--- config.mk ---
export PLATFORM = sky130hd
export DESIGN_NAME = i2c_target_rx_flat
export DESIGN_NICKNAME = d
export VERILOG_FILES = /design/src/rtl/i2c_target_rx_if.sv /design/src/rtl/i2c_target_rx.sv /design/src/flat_wrapper.sv
export SDC_FILE = /design/constraint.sdc
export NUM_CORES = 1
export LEC_CHECK = 0
export BUFFER_PORTS_ARGS = -buffer_cell sky130_fd_sc_hd__buf_4
export CORE_MARGIN = 5
export CORE_UTILIZATION = 65
export CTS_CLUSTER_DIAMETER = 40
export DETAILED_ROUTE_END_ITERATION = 6
export HOLD_SLACK_MARGIN = 0.12
export PLACE_DENSITY_LB_ADDON = 0.2
export SYNTH_ARGS = -nofsm -noshare
export SYNTH_HDL_FRONTEND = slang
export SYNTH_SLANG_ARGS = --single-unit
--- constraint.sdc ---
create_clock -name clk -period 8.6 [get_ports clk]
set_clock_uncertainty 0.15 [all_clocks]
set_input_delay 1.72 -clock clk [delete_from_list [all_inputs] [get_ports clk]]
set_output_delay 1.72 -clock clk [all_outputs]
set_load 0.02 [all_outputs]
--- src/rtl/i2c_target_rx_if.sv ---
// i2c_target_rx_if
//   Bus and receive-stream signals of the write-only I2C target receiver.
//   slave  : the receiver itself (samples SCL/SDA_IN, drives the stream).
//   master : the bus/consumer side (bus driver plus stream consumer).
//   Signals:
//     SCL, SDA_IN  I2C lines as seen on the wire (asynchronous)
//     sda_pull     1 = target pulls SDA low
//     rx_data      byte at the FIFO head
//     rx_first     head byte is the first data byte after the address
//     rx_valid     FIFO not empty
//     rx_ready     consumer accepts the head byte
//     busy         addressed transaction in progress
//     overflow     sticky: a byte was NACKed because the FIFO was full
interface i2c_target_rx_if;
  logic       SCL;
  logic       SDA_IN;
  logic       sda_pull;
  logic [7:0] rx_data;
  logic       rx_first;
  logic       rx_valid;
  logic       rx_ready;
  logic       busy;
  logic       overflow;

  modport slave (
    input  SCL, SDA_IN, rx_ready,
    output sda_pull, rx_data, rx_first, rx_valid, busy, overflow
  );

  modport master (
    output SCL, SDA_IN, rx_ready,
    input  sda_pull, rx_data, rx_first, rx_valid, busy, overflow
  );
endinterface

--- src/rtl/i2c_target_rx.sv ---
// i2c_target_rx
//   Write-only I2C target. Matches a 7-bit address, ACKs writes and pushes
//   each received byte (tagged with a "first data byte" flag) into a
//   first-word-fall-through FIFO read out over a valid/ready stream.
//   Ports:
//     clk      system clock, SCL/SDA sampled on its rising edge
//     n_reset  asynchronous active-low reset
//     bus      i2c_target_rx_if.slave (I2C lines + receive stream)
//   Optional build macro:
//     I2C_TARGET_GLITCH_FILTER_EN  adds a 3-sample majority filter on both
//                                  lines after synchronization.
//
//   state       | meaning
//   ------------+------------------------------------------------------
//   ST_IDLE     | bus idle or not ours, waiting for START
//   ST_ADDR     | shifting the address byte
//   ST_ADDR_ACK | pulling SDA for the address ACK
//   ST_DATA     | shifting a data byte
//   ST_DATA_ACK | pulling SDA for the data ACK
//   ST_IGNORE   | not addressed / NACKed, waiting for START or STOP
module i2c_target_rx #(
  parameter logic [6:0] ADDRESS    = 7'h3C,
  parameter int         FIFO_DEPTH = 16
) (
  input  logic           clk,
  input  logic           n_reset,
  i2c_target_rx_if.slave bus
);

  localparam int AW = $clog2(FIFO_DEPTH);
  localparam logic [AW:0]   DEPTH_C = (AW+1)'(FIFO_DEPTH);
  localparam logic [AW-1:0] PTR_ONE = AW'(1);

  typedef enum logic [2:0] {
    ST_IDLE, ST_ADDR, ST_ADDR_ACK, ST_DATA, ST_DATA_ACK, ST_IGNORE
  } state_t;

  // Synchronizers reset to 1 so leaving reset looks like an idle bus.
  logic [1:0] r_scl_sync, r_sda_sync;
  logic       r_scl_prev, r_sda_prev;
  logic       w_s_scl, w_s_sda;

  always_ff @(posedge clk or negedge n_reset) begin
    if (!n_reset) begin
      r_scl_sync <= 2'b11;
      r_sda_sync <= 2'b11;
    end else begin
      r_scl_sync <= {r_scl_sync[0], bus.SCL};
      r_sda_sync <= {r_sda_sync[0], bus.SDA_IN};
    end
  end

`ifdef I2C_TARGET_GLITCH_FILTER_EN
  // Majority of the current and two previous synchronized samples.
  logic [1:0] r_scl_hist, r_sda_hist;

  always_ff @(posedge clk or negedge n_reset) begin
    if (!n_reset) begin
      r_scl_hist <= 2'b11;
      r_sda_hist <= 2'b11;
    end else begin
      r_scl_hist <= {r_scl_hist[0], r_scl_sync[1]};
      r_sda_hist <= {r_sda_hist[0], r_sda_sync[1]};
    end
  end

  assign w_s_scl = (r_scl_sync[1] & r_scl_hist[0]) | (r_scl_sync[1] & r_scl_hist[1]) |
                   (r_scl_hist[0] & r_scl_hist[1]);
  assign w_s_sda = (r_sda_sync[1] & r_sda_hist[0]) | (r_sda_sync[1] & r_sda_hist[1]) |
                   (r_sda_hist[0] & r_sda_hist[1]);
`else
  assign w_s_scl = r_scl_sync[1];
  assign w_s_sda = r_sda_sync[1];
`endif

  always_ff @(posedge clk or negedge n_reset) begin
    if (!n_reset) begin
      r_scl_prev <= 1'b1;
      r_sda_prev <= 1'b1;
    end else begin
      r_scl_prev <= w_s_scl;
      r_sda_prev <= w_s_sda;
    end
  end

  logic w_scl_rise, w_scl_fall, w_start, w_stop;
  assign w_scl_rise = w_s_scl & ~r_scl_prev;
  assign w_scl_fall = ~w_s_scl & r_scl_prev;
  assign w_start    = w_s_scl & r_sda_prev & ~w_s_sda;
  assign w_stop     = w_s_scl & ~r_sda_prev & w_s_sda;

  state_t     r_state;
  logic [3:0] r_bit_cnt;
  logic [7:0] r_shift;
  logic       r_first;
  logic       r_sda_pull;
  logic       r_busy;
  logic       r_overflow;

  logic [8:0]    r_mem [FIFO_DEPTH];
  logic [AW-1:0] r_wr_ptr, r_rd_ptr;
  logic [AW:0]   r_count;

  logic w_full, w_valid, w_byte_done, w_push, w_pop, w_ovf_set;
  assign w_full      = (r_count == DEPTH_C);
  assign w_valid     = (r_count != '0);
  // START/STOP outrank the bit edge that completes a byte.
  assign w_byte_done = (r_state == ST_DATA) && w_scl_fall && (r_bit_cnt == 4'd8) &&
                       !w_start && !w_stop;
  assign w_push      = w_byte_done && !w_full;
  assign w_ovf_set   = w_byte_done && w_full;
  assign w_pop       = w_valid && bus.rx_ready;

  always_ff @(posedge clk or negedge n_reset) begin
    if (!n_reset) begin
      r_state    <= ST_IDLE;
      r_bit_cnt  <= 4'd0;
      r_shift    <= 8'h00;
      r_first    <= 1'b0;
      r_sda_pull <= 1'b0;
      r_busy     <= 1'b0;
    end else if (w_start) begin
      r_state    <= ST_ADDR;
      r_bit_cnt  <= 4'd0;
      r_sda_pull <= 1'b0;
      r_busy     <= 1'b0;
    end else if (w_stop) begin
      r_state    <= ST_IDLE;
      r_sda_pull <= 1'b0;
      r_busy     <= 1'b0;
    end else begin
      case (r_state)
        ST_ADDR, ST_DATA: begin
          if (w_scl_rise) begin
            r_shift   <= {r_shift[6:0], w_s_sda};
            r_bit_cnt <= r_bit_cnt + 4'd1;
          end else if (w_scl_fall && r_bit_cnt == 4'd8) begin
            if (r_state == ST_ADDR) begin
              if (r_shift[7:1] == ADDRESS && !r_shift[0]) begin
                r_state    <= ST_ADDR_ACK;
                r_sda_pull <= 1'b1;
                r_busy     <= 1'b1;
              end else begin
                r_state <= ST_IGNORE;
              end
            end else if (!w_full) begin
              r_state    <= ST_DATA_ACK;
              r_sda_pull <= 1'b1;
              r_first    <= 1'b0;
            end else begin
              r_state <= ST_IGNORE;
              r_busy  <= 1'b0;
            end
          end
        end
        ST_ADDR_ACK, ST_DATA_ACK: begin
          if (w_scl_fall) begin
            if (r_state == ST_ADDR_ACK) r_first <= 1'b1;
            r_state    <= ST_DATA;
            r_sda_pull <= 1'b0;
            r_bit_cnt  <= 4'd0;
          end
        end
        ST_IDLE, ST_IGNORE: ;
        default: begin
          r_state    <= ST_IDLE;
          r_sda_pull <= 1'b0;
          r_busy     <= 1'b0;
        end
      endcase
    end
  end

  always_ff @(posedge clk or negedge n_reset) begin
    if (!n_reset)       r_overflow <= 1'b0;
    else if (w_ovf_set) r_overflow <= 1'b1;
    else if (w_start)   r_overflow <= 1'b0;
  end

  always_ff @(posedge clk) begin
    if (w_push) r_mem[r_wr_ptr] <= {r_first, r_shift};
  end

  always_ff @(posedge clk or negedge n_reset) begin
    if (!n_reset) begin
      r_wr_ptr <= '0;
      r_rd_ptr <= '0;
      r_count  <= '0;
    end else begin
      if (w_push) r_wr_ptr <= r_wr_ptr + PTR_ONE;
      if (w_pop)  r_rd_ptr <= r_rd_ptr + PTR_ONE;
      if (w_push && !w_pop)      r_count <= r_count + 1'b1;
      else if (!w_push && w_pop) r_count <= r_count - 1'b1;
    end
  end

  logic [8:0] w_head;
  assign w_head = r_mem[r_rd_ptr];

  assign bus.rx_valid = w_valid;
  assign bus.rx_data  = w_valid ? w_head[7:0] : 8'h00;
  assign bus.rx_first = w_valid ? w_head[8]   : 1'b0;
  assign bus.sda_pull = r_sda_pull;
  assign bus.busy     = r_busy;
  assign bus.overflow = r_overflow;

endmodule
--- src/flat_wrapper.sv ---
// flat-port wrapper written by rule: the top's interface ports become plain ports
module i2c_target_rx_flat 
#(
  parameter logic [6:0] ADDRESS    = 7'h3C,
  parameter int         FIFO_DEPTH = 16
)
  (clk, n_reset, bus_SCL, bus_SDA_IN, bus_rx_ready, bus_sda_pull, bus_rx_data, bus_rx_first, bus_rx_valid, bus_busy, bus_overflow);
  i2c_target_rx_if bus_i ();
  input  logic clk;
  input  logic n_reset;
  input wire logic [$bits(bus_i.SCL)-1:0] bus_SCL;
  input wire logic [$bits(bus_i.SDA_IN)-1:0] bus_SDA_IN;
  input wire logic [$bits(bus_i.rx_ready)-1:0] bus_rx_ready;
  output wire logic [$bits(bus_i.sda_pull)-1:0] bus_sda_pull;
  output wire logic [$bits(bus_i.rx_data)-1:0] bus_rx_data;
  output wire logic [$bits(bus_i.rx_first)-1:0] bus_rx_first;
  output wire logic [$bits(bus_i.rx_valid)-1:0] bus_rx_valid;
  output wire logic [$bits(bus_i.busy)-1:0] bus_busy;
  output wire logic [$bits(bus_i.overflow)-1:0] bus_overflow;
  assign bus_i.SCL = bus_SCL;
  assign bus_i.SDA_IN = bus_SDA_IN;
  assign bus_i.rx_ready = bus_rx_ready;
  assign bus_sda_pull = bus_i.sda_pull;
  assign bus_rx_data = bus_i.rx_data;
  assign bus_rx_first = bus_i.rx_first;
  assign bus_rx_valid = bus_i.rx_valid;
  assign bus_busy = bus_i.busy;
  assign bus_overflow = bus_i.overflow;
  i2c_target_rx #(.ADDRESS(ADDRESS), .FIFO_DEPTH(FIFO_DEPTH)) u_core (.clk(clk), .n_reset(n_reset), .bus(bus_i));
endmodule
# Word-level counts from Yosys, hierarchy flattened
# Memories as Yosys holds them, arrays and structs flattened.
# Cells that the tools add are included.
# totals
memories	1
wordCells	135
register_bits	38
mem_bits_rw	144
input_bits	5
output_inout_bits	13
# classes
addsub	5
n_mux	45
bitwise_logic	12
n_reduce_logical	33
eq_ne	25
# mem_list
name	depth	word_bits	read_ports	rd_ports_with_merged_regs	wr	line_no	rtl
u_core.r_mem	16	9	1	0	1	i2c_target_rx.sv:100	logic [8:0] r_mem [FIFO_DEPTH];
# op_table
op	count
1-bit 2-to-1 mux	26
3-bit 2-to-1 mux	7
4-bit 2-to-1 mux	4
4-bit by 1-bit adder with 4-bit output, second input constant	3
3-bit by 1-bit inequality test with 1-bit output, second input constant	4
4-bit AND reduction	3
1-bit logical AND	11
5-bit 2-to-1 mux	2
5-bit by 3-bit inequality test with 1-bit output, second input constant	2
3-bit one-hot mux with 3 select lines	1
9-bit AND reduction	1
8-bit 2-to-1 mux	1
2-bit by 1-bit inequality test with 1-bit output, second input constant	4
4-bit by 1-bit inequality test with 1-bit output, second input constant	2
4-bit one-hot mux with 2 select lines	1
7-bit by 6-bit == test with 1-bit output, second input constant	1
1-bit bitwise AND	6
3-bit by 2-bit == test with 1-bit output, second input constant	2
3-bit == test, second input constant	2
1-bit zero test	6
2-bit inequality test, second input constant	3
1-bit NOT	6
6-bit AND reduction	1
2-bit nonzero test	3
other kinds (15)	18

# Longest topological paths before layout
# depth
ltp_word	11
mapped_depth	14
ltp_nobuf	13

# Worst setup path after synthesis
# No wires, ideal clock.
# synth_timing
path_kind	reg2out
from	reg u_core.r_rd_ptr[0]
to	out bus_rx_data[0]
required_ns	6.730
t_arrival_ns	1.682
setup_slack_ns	5.048
stages_incl_launch_ff	6
n_path_buf	2
cell_sequence	dfrtp_1 buf_2 buf_4 mux4_2 mux2i_1 o22ai_1
# synth_via
elab_chain_len	2
# synth_lines
element	line_no	rtl
start: declaration	i2c_target_rx.sv:101	logic [AW-1:0] r_wr_ptr, r_rd_ptr;
start signal: assignment	i2c_target_rx.sv:191	if (w_pop) r_rd_ptr <= r_rd_ptr + PTR_ONE;
memory read 16 x 9 bit	-	
8-bit 2-to-1 mux	i2c_target_rx.sv:201	assign bus.rx_data = w_valid ? w_head[7:0] : 8'h00;
end: declaration	flat_wrapper.sv:15	output wire logic [$bits(bus_i.rx_data)-1:0] bus_rx_data;
# Every way passes these cells.

# Worst setup path in the final report
# layout_timing
from	reg u_core.r_rd_ptr[0]
to	out bus_rx_data[4]
# The elaborated chain is that of the path after synthesis.

==> flow_summary.ini <==
[run_status]
status = finished clean

[clock_network]
numCtsBuffers = 17
root_buffer = clkbuf_16
post-cts-setup-buffers = 0
cts_tree = done
cts.repair.resized = 0
cts_max_level = 4
numClockSinks = 182
clk_pin_slew_ns = 0.06
worstSkewPairLatency_ns = 0.41
cts_max_path_buffers = 2
cts_hold_buf = 0

[timing]
setup_viol_count_final = 0
rsz0062_at_grt = false
fin_ws_ns = 4.18
layout_min_cycle_time_ns = 4.42
slew_headroom_pct = 28.5
finalHoldViolCount = 0
worstMarginPinSlew_ns = 1.07
whs_ns = 0.206
slew_violations = 0
timing.final.crit_share_pct = 51.4
fin_setup_tns_ns = 0
max_freq_mhz = 226

[route]
wl_per_cell_um = 24.0
first_iter_violations = 295
dr_total_vias = 3719
viasPerCell = 6.28
finalWirelength_mm = 14.2
postRouteAntennaNets = 0
first_pass_iters = 5
drc_errors = 0

[yosys]
synth_fp_nets = 436
async_reset_ff_share_pct = 20.9
synth_top_cell_by_area = edfxtp_1
ys_ff_latch = 182
syn_area_per_cell_um2 = 18.0
yosys_warnings = 0
synth_cell_type_count = 50
synthTopCellsByCount = edfxtp_1 (144), mux4_2 (36), dfrtp_1 (32)
synth_area_leaders = edfxtp_1 (57%), mux4_2 (11%), dfrtp_1 (11%)
syn-cell-area_um2 = 7550
synthCells = 419
synth_edf_count = 144
synthFlopType = edfxtp_1
yosysMostFrequentCell = edfxtp_1
yosysSeqAreaShare_pct = 69.9
synth_top_area_share_pct = 57.2

[setup_path]
required_ns = 6.73
cpMaxStageDelayCell = buf_4
worstSetupEndpointType = output pin
path_max_fanout = 35
arrival_ns = 2.55
crit_chain = buf_4, mux4_2, mux2i_1, o22ai_1, buf_4
crit_type = reg2out
cp_common_cell = buf_4
critPathMaxStageDelay_ns = 0.58
startpoint_type = register

[floorplanning]
core_um2 = 11400
fp.dieW_um = 118
rows = 39
io-pin-count = 18
die_h_um = 118
dieArea_um2 = 13900
initial_core_util_pct = 66.2

[placement]
post_dp_cell_area_um2 = 7770
portBuffers = 17
place_ws_ns = 4.55
gp_congestion = 0.833
dp_hpwl_mm = 8.94

[global_routing]
antenna_found_initial = 0
grt_pass1_wl_mm = 22.8
track_usage_pct = 22.2
grt_max_degree = 39
first_global_vias = 3953
overflow = 0

[cells_and_area]
multi_input_area_um2 = 2120
layout-drive-gt1-share_pct = 23.6
fillers = 713
regArea_um2 = 5280
stdcell_area_um2 = 8290
fin_nets = 453
post-route-util_pct = 72.6
area_growth_pct = 9.72
antenna_cells = 0

[worst_hold_path]
min_path_type = reg2reg

[pwr]
p_comb_share_pct = 3.6
p_per_area_nw_per_um2 = 224
pwr-share-seq_pct = 59.4
p_sw_share_pct = 21.6
irDropWorstVdd_v = 0.000139
p_leak_nw = 2.79
power.switching_mw = 0.402
p_int_mw = 1.46
clockPowerShare_pct = 37.1

[flow_run]
maxCapViolCount = 0
==> metrics by stage <==
stage	std cells	power [mW]
2_1_floorplan	419	1.14
3_3_place_gp	560	1.18
3_5_place_dp	560	1.19
4_1_cts	592	1.87
5_1_grt	592	1.93
6_report	592	1.86
==> power by group through the flow <==
stage | Sequential, mW | Combinational [mW] | Clock, mW
finish | 1.10 | 0.0661 | 0.690
global route | 1.11 | 0.0745 | 0.744
CTS | 1.10 | 0.0675 | 0.697
detailed placement | 1.12 | 0.0667 | 0
global placement | 1.11 | 0.0621 | 0
floorplan | 1.08 | 0.0588 | 0
==> layer usage <==
metal,wire (um),track usage (%),up-vias
met5,0,0,-
met4,178,6.88,0
met3,834,4.85,15
met2,7630,38.1,114
met1,5590,28.4,1904
li1,-,-,1686
==> kinds of logic (layout without fill, tap and decap cells) <==
family / Yosys count / count (layout) / synth area share, %
AOI/OAI and AO/OA: 43 / 43 / 3.51
xor gates and xnor gates: 13 / 13 / 1.51
adders and majority gates: 13 / 13 / 2.22
buffers and inverters: 31 / 61 / 2.22
DFF: 182 / 182 / 69.9
muxes: 64 / 64 / 14.6
and+or+nand+nor: 73 / 73 / 6.01
==> state kept, by name (all words and copies together) (netlist names) <==
name and flops:
u_core.r_wr_ptr 4, u_core.bus.sda_pull 1, u_core.r_sda_sync 2, u_core.r_shift 8, u_core.bus.overflow 1, u_core.r_bit_cnt 4, u_core.r_count 5, u_core.r_first 1
u_core.r_scl_prev 1, u_core.r_mem 144, u_core.r_state 3, u_core.bus.busy 1, u_core.r_rd_ptr 4, u_core.r_scl_sync 2, u_core.r_sda_prev 1
==> final cells by class <==
type | instances | share of cell area, %
Multi-Input combinational cell | 206 | 25.6
Clock buffer | 28 | 5.63
Inverter | 9 | 0.408
Clock inverter | 4 | 0.619
Timing Repair Buffer | 20 | 1.81
Sequential cell | 182 | 63.7
Tap cell | 143 | 2.16
==> final timing paths <==
| kind | to | cells after the start | from | slack (ns) |
|---|---|---|---|---|
| setup / recovery | bus_rx_data[4] | 5 | u_core.r_rd_ptr[0] | 4.18 |
| hold / removal | u_core.r_scl_sync[1] | 0 | u_core.r_scl_sync[0] | 0.21 |
| setup reg to reg | u_core.r_count[4] | 11 | u_core.r_count[0] | 5.34 |
| hold reg to reg | u_core.r_scl_sync[1] | 0 | u_core.r_scl_sync[0] | 0.21 |
| max in group asynchronous | u_core.r_rd_ptr[0] | 1 | n_reset | 6.82 |
| min in group asynchronous | u_core.r_state[0] | 1 | n_reset | 1.11 |
==> critical path: cells and delay by family, from the launching register on <==
family / cells / cell delay [ns]
compound gates: 1 / 0.11
buf+inv: 2 / 0.76
flops: 1 / 0.43
mux: 2 / 0.81
==> cell usage in the layout (no fill, tap or decap), types with 11 or more instances in the layout <==
| master | n |
|---|---|
| edfxtp_1 | 144 |
| mux4_2 | 36 |
| dfrtp_1 | 31 |
| buf_4 | 20 |
| mux2i_1 | 18 |
| nand2_1 | 18 |
| clkbuf_16 | 17 |
| o21ai_0 | 14 |
| nor2_1 | 11 |
| ha_1 | 11 |
| clkbuf_1 | 11 |
(Power assumes the default switching activity.)
